===== config.mk =====
export PLATFORM = sky130hd
export DESIGN_NAME = regfile_panel
export DESIGN_NICKNAME = d
export VERILOG_FILES = /design/src/rtl/regfile_panel.sv
export SDC_FILE = /design/constraint.sdc
export NUM_CORES = 1
export LEC_CHECK = 0
export ABC_CLOCK_PERIOD_IN_PS = 11200
export CAP_MARGIN = 40
export CORE_ASPECT_RATIO = 1.1
export CORE_MARGIN = 2
export CORE_UTILIZATION = 30
export DETAILED_ROUTE_END_ITERATION = 7
export PLACE_DENSITY = 0.52
export SLEW_MARGIN = 20
export SYNTH_ARGS = -nofsm -noshare
export SYNTH_HDL_FRONTEND = slang
export SYNTH_SLANG_ARGS = --single-unit

===== constraint.sdc =====
create_clock -name clk_2 -period 11.2 [get_ports clk_2]
set_input_delay 1.68 -clock clk_2 [delete_from_list [all_inputs] [get_ports clk_2]]
set_output_delay 1.68 -clock clk_2 [all_outputs]
set_load 0.03 [all_outputs]

===== src/rtl/regfile_panel.sv =====
// ============================================================================
// regfile_panel : switch-driven register-file demo for the simulator panel
// Rev 1.0
// ============================================================================
`default_nettype none

module regfile_panel #(
  parameter int NBITS     = 8,
  parameter int NREGS     = 32,
  parameter int NBITS_LCD = 64
) (
  input  logic                 clk_2,
  input  logic                 rst_n,
  input  logic [NBITS-1:0]     SWI,
  output logic [NBITS-1:0]     LED,
  output logic [NBITS-1:0]     SEG,
  output logic [NBITS-1:0]     lcd_registrador [0:NREGS-1],
  output logic [NBITS-1:0]     lcd_pc,
  output logic [NBITS-1:0]     lcd_WriteData,
  output logic                 lcd_RegWrite,
  output logic [NBITS_LCD-1:0] lcd_a,
  output logic [NBITS_LCD-1:0] lcd_b
);

  localparam int C_DW = NBITS - 3;
  localparam int C_PW = $clog2(NREGS);

  localparam logic [1:0] C_OP_LOAD   = 2'b00;
  localparam logic [1:0] C_OP_ADD    = 2'b01;
  localparam logic [1:0] C_OP_SETPTR = 2'b10;
  localparam logic [1:0] C_OP_ROTL   = 2'b11;

  logic [NBITS-1:0] s1_q, s2_q;
  logic             p_q;
  logic [NBITS-1:0] regs_q [0:NREGS-1];
  logic [NBITS-1:0] regs_d [0:NREGS-1];
  logic [C_PW-1:0]  ptr_q, ptr_d;
  logic [NBITS-1:0] pc_q, pc_d;
  logic             carry_q, carry_d;
  logic [NBITS-1:0] wdata_q, wdata_d;
  logic             regwrite_q, regwrite_d;
  logic [NBITS-2:0] lastop_q, lastop_d;

  logic             w_commit;
  logic [1:0]       w_op;
  logic [NBITS-1:0] w_data_ext;
  logic [NBITS-1:0] w_cur;
  logic [NBITS:0]   w_sum;
  logic [NBITS-1:0] w_wval;
  logic             w_write;

  assign w_commit   = s2_q[NBITS-1] & ~p_q;
  assign w_op       = s2_q[NBITS-2:NBITS-3];
  assign w_data_ext = NBITS'(s2_q[C_DW-1:0]);
  assign w_cur      = regs_q[ptr_q];
  assign w_sum      = {1'b0, w_cur} + {1'b0, w_data_ext};

  always_comb begin
    regs_d     = regs_q;
    ptr_d      = ptr_q;
    pc_d       = pc_q;
    carry_d    = carry_q;
    wdata_d    = wdata_q;
    regwrite_d = 1'b0;
    lastop_d   = lastop_q;
    w_wval     = w_data_ext;
    w_write    = 1'b0;

    if (w_commit) begin
      pc_d     = pc_q + 1'b1;
      lastop_d = s2_q[NBITS-2:0];
      case (w_op)
        C_OP_LOAD: begin
          w_wval  = w_data_ext;
          w_write = 1'b1;
        end
        C_OP_ADD: begin
          w_wval  = w_sum[NBITS-1:0];
          carry_d = w_sum[NBITS];
          w_write = 1'b1;
        end
        C_OP_SETPTR: begin
          ptr_d = w_data_ext[C_PW-1:0];
        end
        C_OP_ROTL: begin
          w_wval  = {w_cur[NBITS-2:0], w_cur[NBITS-1]};
          w_write = 1'b1;
        end
        default: ;
      endcase
    end

    // Writes aimed at reg 0 still strobe and report the would-be value.
    if (w_write) begin
      regwrite_d     = 1'b1;
      wdata_d        = w_wval;
      regs_d[ptr_q]  = w_wval;
    end
    regs_d[0] = '0;
  end

  always_ff @(posedge clk_2 or negedge rst_n) begin
    if (!rst_n) begin
      s1_q       <= '0;
      s2_q       <= '0;
      p_q        <= 1'b0;
      ptr_q      <= '0;
      pc_q       <= '0;
      carry_q    <= 1'b0;
      wdata_q    <= '0;
      regwrite_q <= 1'b0;
      lastop_q   <= '0;
      for (int i = 0; i < NREGS; i++) regs_q[i] <= '0;
    end else begin
      s1_q       <= SWI;
      s2_q       <= s1_q;
      p_q        <= s2_q[NBITS-1];
      ptr_q      <= ptr_d;
      pc_q       <= pc_d;
      carry_q    <= carry_d;
      wdata_q    <= wdata_d;
      regwrite_q <= regwrite_d;
      lastop_q   <= lastop_d;
      for (int i = 0; i < NREGS; i++) regs_q[i] <= regs_d[i];
    end
  end

  function automatic logic [6:0] seg7(input logic [3:0] v);
    case (v)
      4'h0: seg7 = 7'h3F;  4'h1: seg7 = 7'h06;
      4'h2: seg7 = 7'h5B;  4'h3: seg7 = 7'h4F;
      4'h4: seg7 = 7'h66;  4'h5: seg7 = 7'h6D;
      4'h6: seg7 = 7'h7D;  4'h7: seg7 = 7'h07;
      4'h8: seg7 = 7'h7F;  4'h9: seg7 = 7'h6F;
      4'hA: seg7 = 7'h77;  4'hB: seg7 = 7'h7C;
      4'hC: seg7 = 7'h39;  4'hD: seg7 = 7'h5E;
      4'hE: seg7 = 7'h79;  default: seg7 = 7'h71;
    endcase
  endfunction

  always_comb begin
    LED           = w_cur;
    SEG           = '0;
    SEG[6:0]      = seg7(w_cur[3:0]);
    SEG[7]        = carry_q;
    lcd_pc        = pc_q;
    lcd_WriteData = wdata_q;
    lcd_RegWrite  = regwrite_q;
    lcd_a         = '0;
    lcd_a[C_PW+NBITS-1:0] = {ptr_q, w_cur};
    lcd_b         = '0;
    lcd_b[NBITS-2:0] = lastop_q;
    for (int i = 0; i < NREGS; i++) lcd_registrador[i] = regs_q[i];
  end

endmodule

`default_nettype wire

* Yosys cells after proc, flatten, opt, wreduce, memory -nomap -nowiden *
Memory sizes are Yosys's and may differ from the RTL's.
Cells that the tools add are included.
Widths: inputs -> output; s select.

storage, ports and cells
  register bits = 295
  latch bits = 0
  bits in writable memories = 0
  memory bits (read-only) = 112
  input bits = 10
  output and inout bits = 417
  word-level logic and storage cells = 67
  memories kept = 1

operators by class
  add/subtract/negate cells = 2
  multiply operators = 0
  div/mod/pow operators = 0
  magnitude comparators = 2
  equal/unequal tests = 3
  shifts and indexed selects = 0
  multiplexer cells = 11
  bitwise logic cells = 3
  reductions and logical operators = 5

memory list
  name              words  width  rd ports  clocked after Yosys merged registers in  write ports  RTL line  RTL
  (name not given)  16     7      1         0                                        0            129       case (v)

operators by type and width
  kind                 count
  $bwmux 256           1
  $bmux 8 s5           1
  $demux 8 s5          1
  $mux 8               4
  $pmux 8 s2           1
  $add 8x5->9          1
  $add 8x1->8 const B  1
  $ge 6x6->1 const B   1
  $lt 6x1->1 const B   1
  $not 5->6            1
  $eq 2x2->1 const B   2
  $reduce_and 2->1     2
  $mux 1               3
  $reduce_or 3->1      1
  $eq 2x1->1 const B   1
  $logic_not 2->1      1
  $and 1x1->1          1
  $logic_and 1x1->1    1
  $not 1->1            1

* Depth between registers and ports, before layout *
Gate-level depths: netlist (run 1).

  depth in word-level cells = 8
  depth in mapped cells = 20
  depth with buffers taken out = 14

* Worst setup path before layout (run 1) *
Ideal clock, no wire load.

  path kind = register to output
  start = register ptr_q[1]
  end = output SEG[3]
  arrival time = 3.509 ns
  required time = 9.520 ns
  path slack = 6.011 ns
  cell stages (with the launch flop) = 12
  path buffers = 3
  cell sequence = dfrtp_1 buf_2 buf_2 clkbuf_1 mux4_2 a221oi_1 and3_1 inv_1 ha_1 inv_1 mux2i_1 o21ai_0

on the way
  word-level cells in the longest chain between the ends = 5

ends and longest elaborated chain
  what                                       RTL line  RTL
  start: declaration                         37        logic [C_PW-1:0] ptr_q, ptr_d;
  start signal: assignment                   118       ptr_q <= ptr_d;
  $not 5->6 (not written as such)            55        assign w_cur = regs_q[ptr_q];
  $bmux 8 s5                                 55
  $mux 8 (not written as such) (2 in a row)  55
  net LED[0]                                 15        output logic [NBITS-1:0] LED,
  $mem_v2 16x7                               n/a
  end: declaration                           16        output logic [NBITS-1:0] SEG,

The timed path passes the listed nets, and every way through them passes these cells. The select of a mux whose other input is x is not followed.

* Final worst setup path (run 1) *
  start = register ptr_q[0]
  end = output SEG[5]

on the way
  word-level cells in the longest chain between the ends = 5

ends and longest elaborated chain
  what                                       RTL line
  $not 5->6 (not written as such)            55
  $bmux 8 s5                                 55
  $mux 8 (not written as such) (2 in a row)  55
  $mem_v2 16x7                               n/a

Every way passes these cells. The select of a mux whose other input is x is not followed.

==> results of run 1 <==
[kinds of logic (layout without fill, tap and decap cells)]
family	Yosys count	after routing
AND/OR/NAND/NOR	357	357
AO/OA/AOI/OAI	310	310
flip-flops	295	295
buffers and inverters	236	412
multiplexers	118	118
adder cells (fa/ha/maj)	14	14
XOR/XNOR	11	11
other	1	116
[cell type report]
type	count	area (sq um)	area share, %
Clock buffer	47	1002	5.345
Multi-Input combinational cell	926	5998	31.99
Timing Repair Buffer	338	3382	18.04
Inverter	16	60.06	0.3203
Clock inverter	11	115.1	0.6139
Sequential cell	295	7387	39.39
Tap cell	645	807.0	4.304
[where the power goes]
part	internal, uW	total, uW	switching, uW
clock network	654	1130	473
logic	571	1520	947
registers	1230	1420	188
total	2450	4060	1610
[cell usage in the layout, fill, tap and decap left out, drive strengths merged, types with 5 or more instances in the layout]
cell type	Yosys	layout
conb	1	116
xnor2	8	8
clkdlybuf4s50	0	309
mux2i	32	32
a22oi	20	20
inv	15	17
clkinv	1	7
o31ai	32	32
a21o	6	6
and3	7	7
mux2	43	43
nand4	5	5
nor2	15	15
nand2	295	295
o2bb2ai	5	5
mux4	43	43
ha	13	13
clkbuf	73	47
dfrtp	295	295
buf	147	29
o21ai	203	203
a21oi	13	13
nor3	6	6
[through the flow]
step	hold slack, ns	utilization [%]	area [sq um]	worst slack, ns	instances
floorplan	0.3312	-	14830	6.011	1457
global placement	0.3346	36.83	17530	4.764	2215
detailed placement	0.3356	36.95	17590	4.662	2218
CTS	0.3487	39.30	18710	4.051	2276
global route	0.3524	39.39	18750	3.980	2278
finish	0.3453	39.39	18750	4.356	2278
[worst reg2reg max path, cell delays in order, from the launching register on]
cell      delay [ns]
dfrtp_4         0.91
buf_4           0.38
buf_16          0.30
mux4_2          0.58
a221oi_1        0.38
and3_1          0.47
inv_1           0.21
ha_1            0.27
fa_1            0.41
xor2_1          0.18
o21ai_0         0.20
a21oi_1         0.08
a21oi_2         0.58
buf_4           0.40
o21ai_0         0.16
[registers in the layout, summed over array words and instances, names as in the netlist]
name,count
carry_q,1
lastop_q,7
lcd_RegWrite,1
lcd_WriteData,8
lcd_pc,8
lcd_registrador,248
p_q,1
ptr_q,5
s1_q,8
s2_q,8
[per-layer routing]
layer	share of wire [%]	up-vias
li1	-	4983
met1	43	5485
met2	48	419
met3	6.1	72
met4	2.7	0
met5	0	-
[path summary, 6_finish.rpt]
path | endpoint | slack, ns | depth (start not counted)
max | SEG[5] | 4.36 | 11
min | s2_q[7] | 0.35 | 0
max reg2reg | lcd_registrador[186] | 5.56 | 14
min reg2reg | s2_q[7] | 0.35 | 0
max in group asynchronous | lcd_pc[1] | 8.05 | 4
min in group asynchronous | lcd_registrador[99] | 1.14 | 1
==> metrics.md, run 1 <==
| Metric | Value |
|---|---|
| Filler instances | 4652 |
| Resized cells post-CTS | 0 |
| Post-cts hold buffer count | 0 |
| Crit share post-route | 61.10% |
| Synth area leaders | dfrtp_1 (51%), nand2_1 (7.7%), o21ai_0 (6.7%) |
| CP bufs+invs | 5 |
| 1st-iter DRT viols | 777 |
| Die width | 212.9 microns |
| Ant diodes | 0 |
| Total track usage | 21.65% |
| Flop and latch count out of synthesis | 295 |
| Worst clock skew | 0.02969 ns |
| Wire per inst | 23.71 microns |
| Unrepaired setup endpoints after global routing | false |
| PortBufs | 310 |
| Avg Cell Area, Syn | 10.73 sq um |
| DRT Pass-1 Iters | 5 |
| Post-synth EDFFs | 0 |
| Row cnt | 84 |
| Pwr Density | 216.7 nW/um^2 |
| Clk slew on worst S/H paths | 0.06 ns |
| Post-synth top flop | dfrtp_1 |
| Critical path cell sequence | buf_4 > buf_16 > mux4_2 > a221oi_1 > and3_1 > inv_1 > ha_1 > inv_1 > mux2i_1 > a22oi_1 > clkdlybuf4s50_1 |
| Fraction of registers with async set or reset after synthesis | 100.0% |
| Distinct cells, synth | 66 |
| Crit path top cell by count | inv_1 |
| Initial Util | 30.25% |
| Layout cells sized above 1 | 13.23% |
| Most Crowded Layer GR | met2 |
| Post-route minimum period | 6.844 ns |
| Clk Latency, worst-skew pair | 0.57 ns |
| Total Routed Length | 54.01 mm |
| CP Capture Type | primary output |
| Endpoints failing setup | 0 |
| WP data required | 9.52 ns |
| Met1 Use GR | 28.48% |
| Largest net degree at the start of global routing | 96 |
| Total Power | 4063 uW |
| Pins Over Slew Limit | 0 |
| Routed Antenna Nets | 0 |
| Total grt overflow | 0 |
| Multiplexer share of the synthesized area | 12.34% |
| Vias in the first global route | 10724 |
| CP max-delay cell | dfrtp_4 |
| Synthesized area | 14400 sq um |
| Setup bufs post-CTS | 0 |
| Slew HR | 44.35% |
| Vias | 10959 |
| Status | finished clean |
| GPL Wtd Cong | 0.8714 |
| Die Area | 49770 sq um |
| Ys Warns | 0 |
| CTS root buffer | clkbuf_16 |
| # clock sinks | 295 |
| CTS tree | built |
| Synth Area in Compound Gates | 13.79% |
| Seq/Total Area, Yosys | 51.26% |
| Top-area cell type share of the netlist area | 51.26% |
| Slowest stage delay, CP | 0.91 ns |
| Synth Instances | 1342 |
| First-pass GRT wire length | 77.68 mm |
| Synthesized-area fraction occupied by adder cells | 1.268% |
| Worst-Margin Slew | 0.8348 ns |
| Remaining DRCs | 0 |
| Placeable Area | 47610 sq um |
| Area Growth Syn to Fin | 30.21% |
| Hold path start | s1_q[7] |
| GR Layer Usage met2 | 35.70% |
| Largest area contributor in the netlist | dfrtp_1 |
| Met3 GRT Util | 4.861% |
| Arrival time worst endpoint | 5.16 ns |
| Initial antenna violation count | 0 |
| Worst VDD drop | 0.0001034 V |
| Synth Area in XOR/XNOR | 0.6690% |
| Crit path from | ptr_q[0] |
| Crit Path Class | flop to primary output |
| Simple-gate area share of the yosys netlist | 10.30% |
| Final Hold Vio Count | 0 |
| Vias per cell | 4.811 |
| H-tree depth | 2 |
| Crit-path leading delay family | buffers and inverters |
| Max clock buf depth | 3 |
| Fmax | 0.1461 GHz |
| I/O Pins | 427 |
| Largest family of logic cells by synthesized area | compound AO/OA/AOI/OAI gates |
| Die Ht | 233.8 microns |
| Post-synth top cells | dfrtp_1 (295), nand2_1 (295), o21ai_0 (194), buf_4 (125), clkbuf_1 (73) |
| Max-cap check violation count | 0 |
| DP HPWL | 39.78 mm |
| CTS Buf Count | 36 |
| Crit path max fanout | 40 |
| Setup TNS | 0 ns |
| Reg-to-reg startpoint | ptr_q[0] |
| Critical path startpoint category | flop |
| Lkg Pwr | 0.008081 uW |
| Nets | 1637 |
| Hold WC Path Type | flop to flop |
Note: power is estimated with default switching activity, not from simulation.
==> run 2: changes to the inputs <==
- ABC_CLOCK_PERIOD_IN_PS: 11200 -> 6880
- clock period: 11.2 -> 6.88 ns (I/O delays scaled with it)
==> run 2 against run 1 <==
Net effect:
- register-to-register slack lost 4.2 ns
- clock skew grew 0.0027 ns
- first-iteration DRC count shrank 18%
- sequential cell count is the same
- power grew 61%
- global-route usage shrank 0.43 points
- die area is the same
- non-clock buffer count grew 3
- critical path depth shrank 1
- sequential share of layout area grew 0.053 points
- count of clock-buffer cells in the layout grew 5
- critical path type unchanged
- critical endpoint unchanged
- largest cell class unchanged
- highest routed layer unchanged
==> metrics.md, run 2 (synthesis gave the netlist of run 1 again) <==
| Metric | Value |
|---|---|
| Finished Layout Cells | 2279 |
| Sequential Area | 7387 sq um |
| Vias | 10896 |
| Hold WC Path Type | flop to flop |
| Post-route minimum period | 5.920 ns |
| Initial Util | 30.25% |
| Remaining DRCs | 0 |
| DRT Pass-1 Iters | 5 |
| Area of the multi-input gates | 5998 sq um |
| Clk slew on worst S/H paths | 0.06 ns |
| Cell-internal power | 3980 uW |
| # clock sinks | 295 |
| Worst clock skew | 0.03234 ns |
| H-tree depth | 2 |
| Vias per cell | 4.781 |
| Largest net degree at the start of global routing | 103 |
| Pwr Density | 349.1 nW/um^2 |
| Ant diodes | 0 |
| Fmax | 0.1689 GHz |
| Dpl cell area | 17670 sq um |
| Initial antenna violation count | 0 |
| Worst VDD drop | 0.0001347 V |
| Sw Ratio | 39.12% |
| Total track usage | 21.21% |
| Post-route setup slack | 0.9602 ns |
| Max reg flops | 248 |
| Crit share post-route | 86.04% |
| Max clock buf depth | 3 |
| Final Instance Area | 18730 sq um |
| Endpoints failing setup | 0 |
| Layout cells sized above 1 | 12.97% |
| Cells after DPL | 2223 |
| Area Growth Syn to Fin | 30.03% |
| CTS root buffer | clkbuf_16 |
| DP HPWL | 39.67 mm |
| Resized cells post-CTS | 0 |
| Die Area | 49770 sq um |
| Die Ht | 233.8 microns |
| Setup TNS | 0 ns |
| Commonest non-fill, non-tap cell in the layout | clkdlybuf4s50_1 |
| Sequential Power Share | 35.4% |
| Max-cap check violation count | 0 |
| Final Hold Vio Count | 0 |
| Clock power frac | 26.9% |
| First-pass GRT wire length | 76.22 mm |
| Pins Over Slew Limit | 0 |
| Most frequent cells in the layout | clkdlybuf4s50_1 (309), nand2_1 (294), dfrtp_1 (293) |
| PortBufs | 310 |
| Setup bufs post-CTS | 0 |
| P_sw | 2557 uW |
| Vias in the first global route | 10498 |
| Critical path startpoint category | flop |
| Wire per inst | 23.45 microns |
| Crit path max fanout | 35 |
| Crit Path Class | flop to primary output |
| CTS Buf Count | 34 |
| Pre-CTS setup slack | 1.336 ns |
| CTS tree | built |
| Worst-Margin Slew | 0.8779 ns |
| Comb power frac | 37.7% |
| Unrepaired setup endpoints after global routing | false |
| I/O Pins | 427 |
| Post-cts hold buffer count | 0 |
| GPL Wtd Cong | 0.8072 |
| Total Routed Length | 53.44 mm |
| Total grt overflow | 0 |
| Nets | 1638 |
| Arrival time worst endpoint | 4.89 ns |
| WP data required | 5.85 ns |
| Routed Antenna Nets | 0 |
| Row cnt | 84 |
| 1st-iter DRT viols | 634 |
| CP Capture Type | primary output |
| Filler instances | 4643 |
| Die width | 212.9 microns |
| Clk Latency, worst-skew pair | 0.53 ns |
| Lkg Pwr | 0.008073 uW |
| Slew HR | 41.47% |
| Status | finished clean |
| Placeable Area | 47610 sq um |
run 2: worst paths after layout:
kind,startpoint,cells after the start,end,slack [ns]
max in group asynchronous,rst_n,3,ptr_q[1],5.10
min,s1_q[4],0,s2_q[4],0.35
min reg2reg,s1_q[4],0,s2_q[4],0.35
max,ptr_q[0],10,SEG[5],0.96
max reg2reg,ptr_q[0],14,lcd_registrador[127],1.37
min in group asynchronous,rst_n,1,lcd_registrador[99],0.56
run 2: cell type report:
type                       count  share of cell area [%]
timing repair buffer         341                   18.24
clock buffer                  52                   5.392
tap                          645                   4.309
multi-input combinational    926                   32.03
sequential                   295                   39.45
inverter                      16                  0.3207
clock inverter                 4                  0.2606
run 2: worst max-delay path, stage by stage, from the launching register on:
cell             delay, ns
dfrtp_4               0.79
buf_12                0.35
mux4_2                0.59
a221oi_1              0.46
and3_1                0.47
inv_1                 0.22
ha_1                  0.30
inv_1                 0.10
mux2i_1               0.07
a22oi_1               0.24
clkdlybuf4s50_1       0.72
run 2: metal layers:
metal / routed length, microns / track usage (%)
met3: 3739 / 4.928
met5: 0 / 0
met4: 1186 / 5.157
met2: 26180 / 35.54
met1: 22340 / 27.75
run 2: stage by stage:
stage | power, uW | util, % | hold slack, ns
finish | 6537 | 39.33 | 0.3455
global route | 6851 | 39.33 | 0.3523
CTS | 6602 | 39.33 | 0.3461
detailed placement | 4828 | 37.11 | 0.3347
floorplan | 3772 | - | 0.3312
global placement | 4805 | 36.93 | 0.3354
run 2: power groups by stage:
| stage | Combinational, uW | Sequential [uW] | Clock (uW) |
|---|---|---|---|
| floorplan | 1050 | 2720 | 0 |
| global route | 2620 | 2350 | 1880 |
| global placement | 2460 | 2350 | 0 |
| finish | 2460 | 2320 | 1760 |
| CTS | 2490 | 2320 | 1800 |
| detailed placement | 2480 | 2350 | 0 |
==> run 3: changes to the inputs <==
- GPL_ROUTABILITY_DRIVEN: not set -> 0
==> results of run 3 <==
Final layout, timing and power as in run 2 (identical DEF).
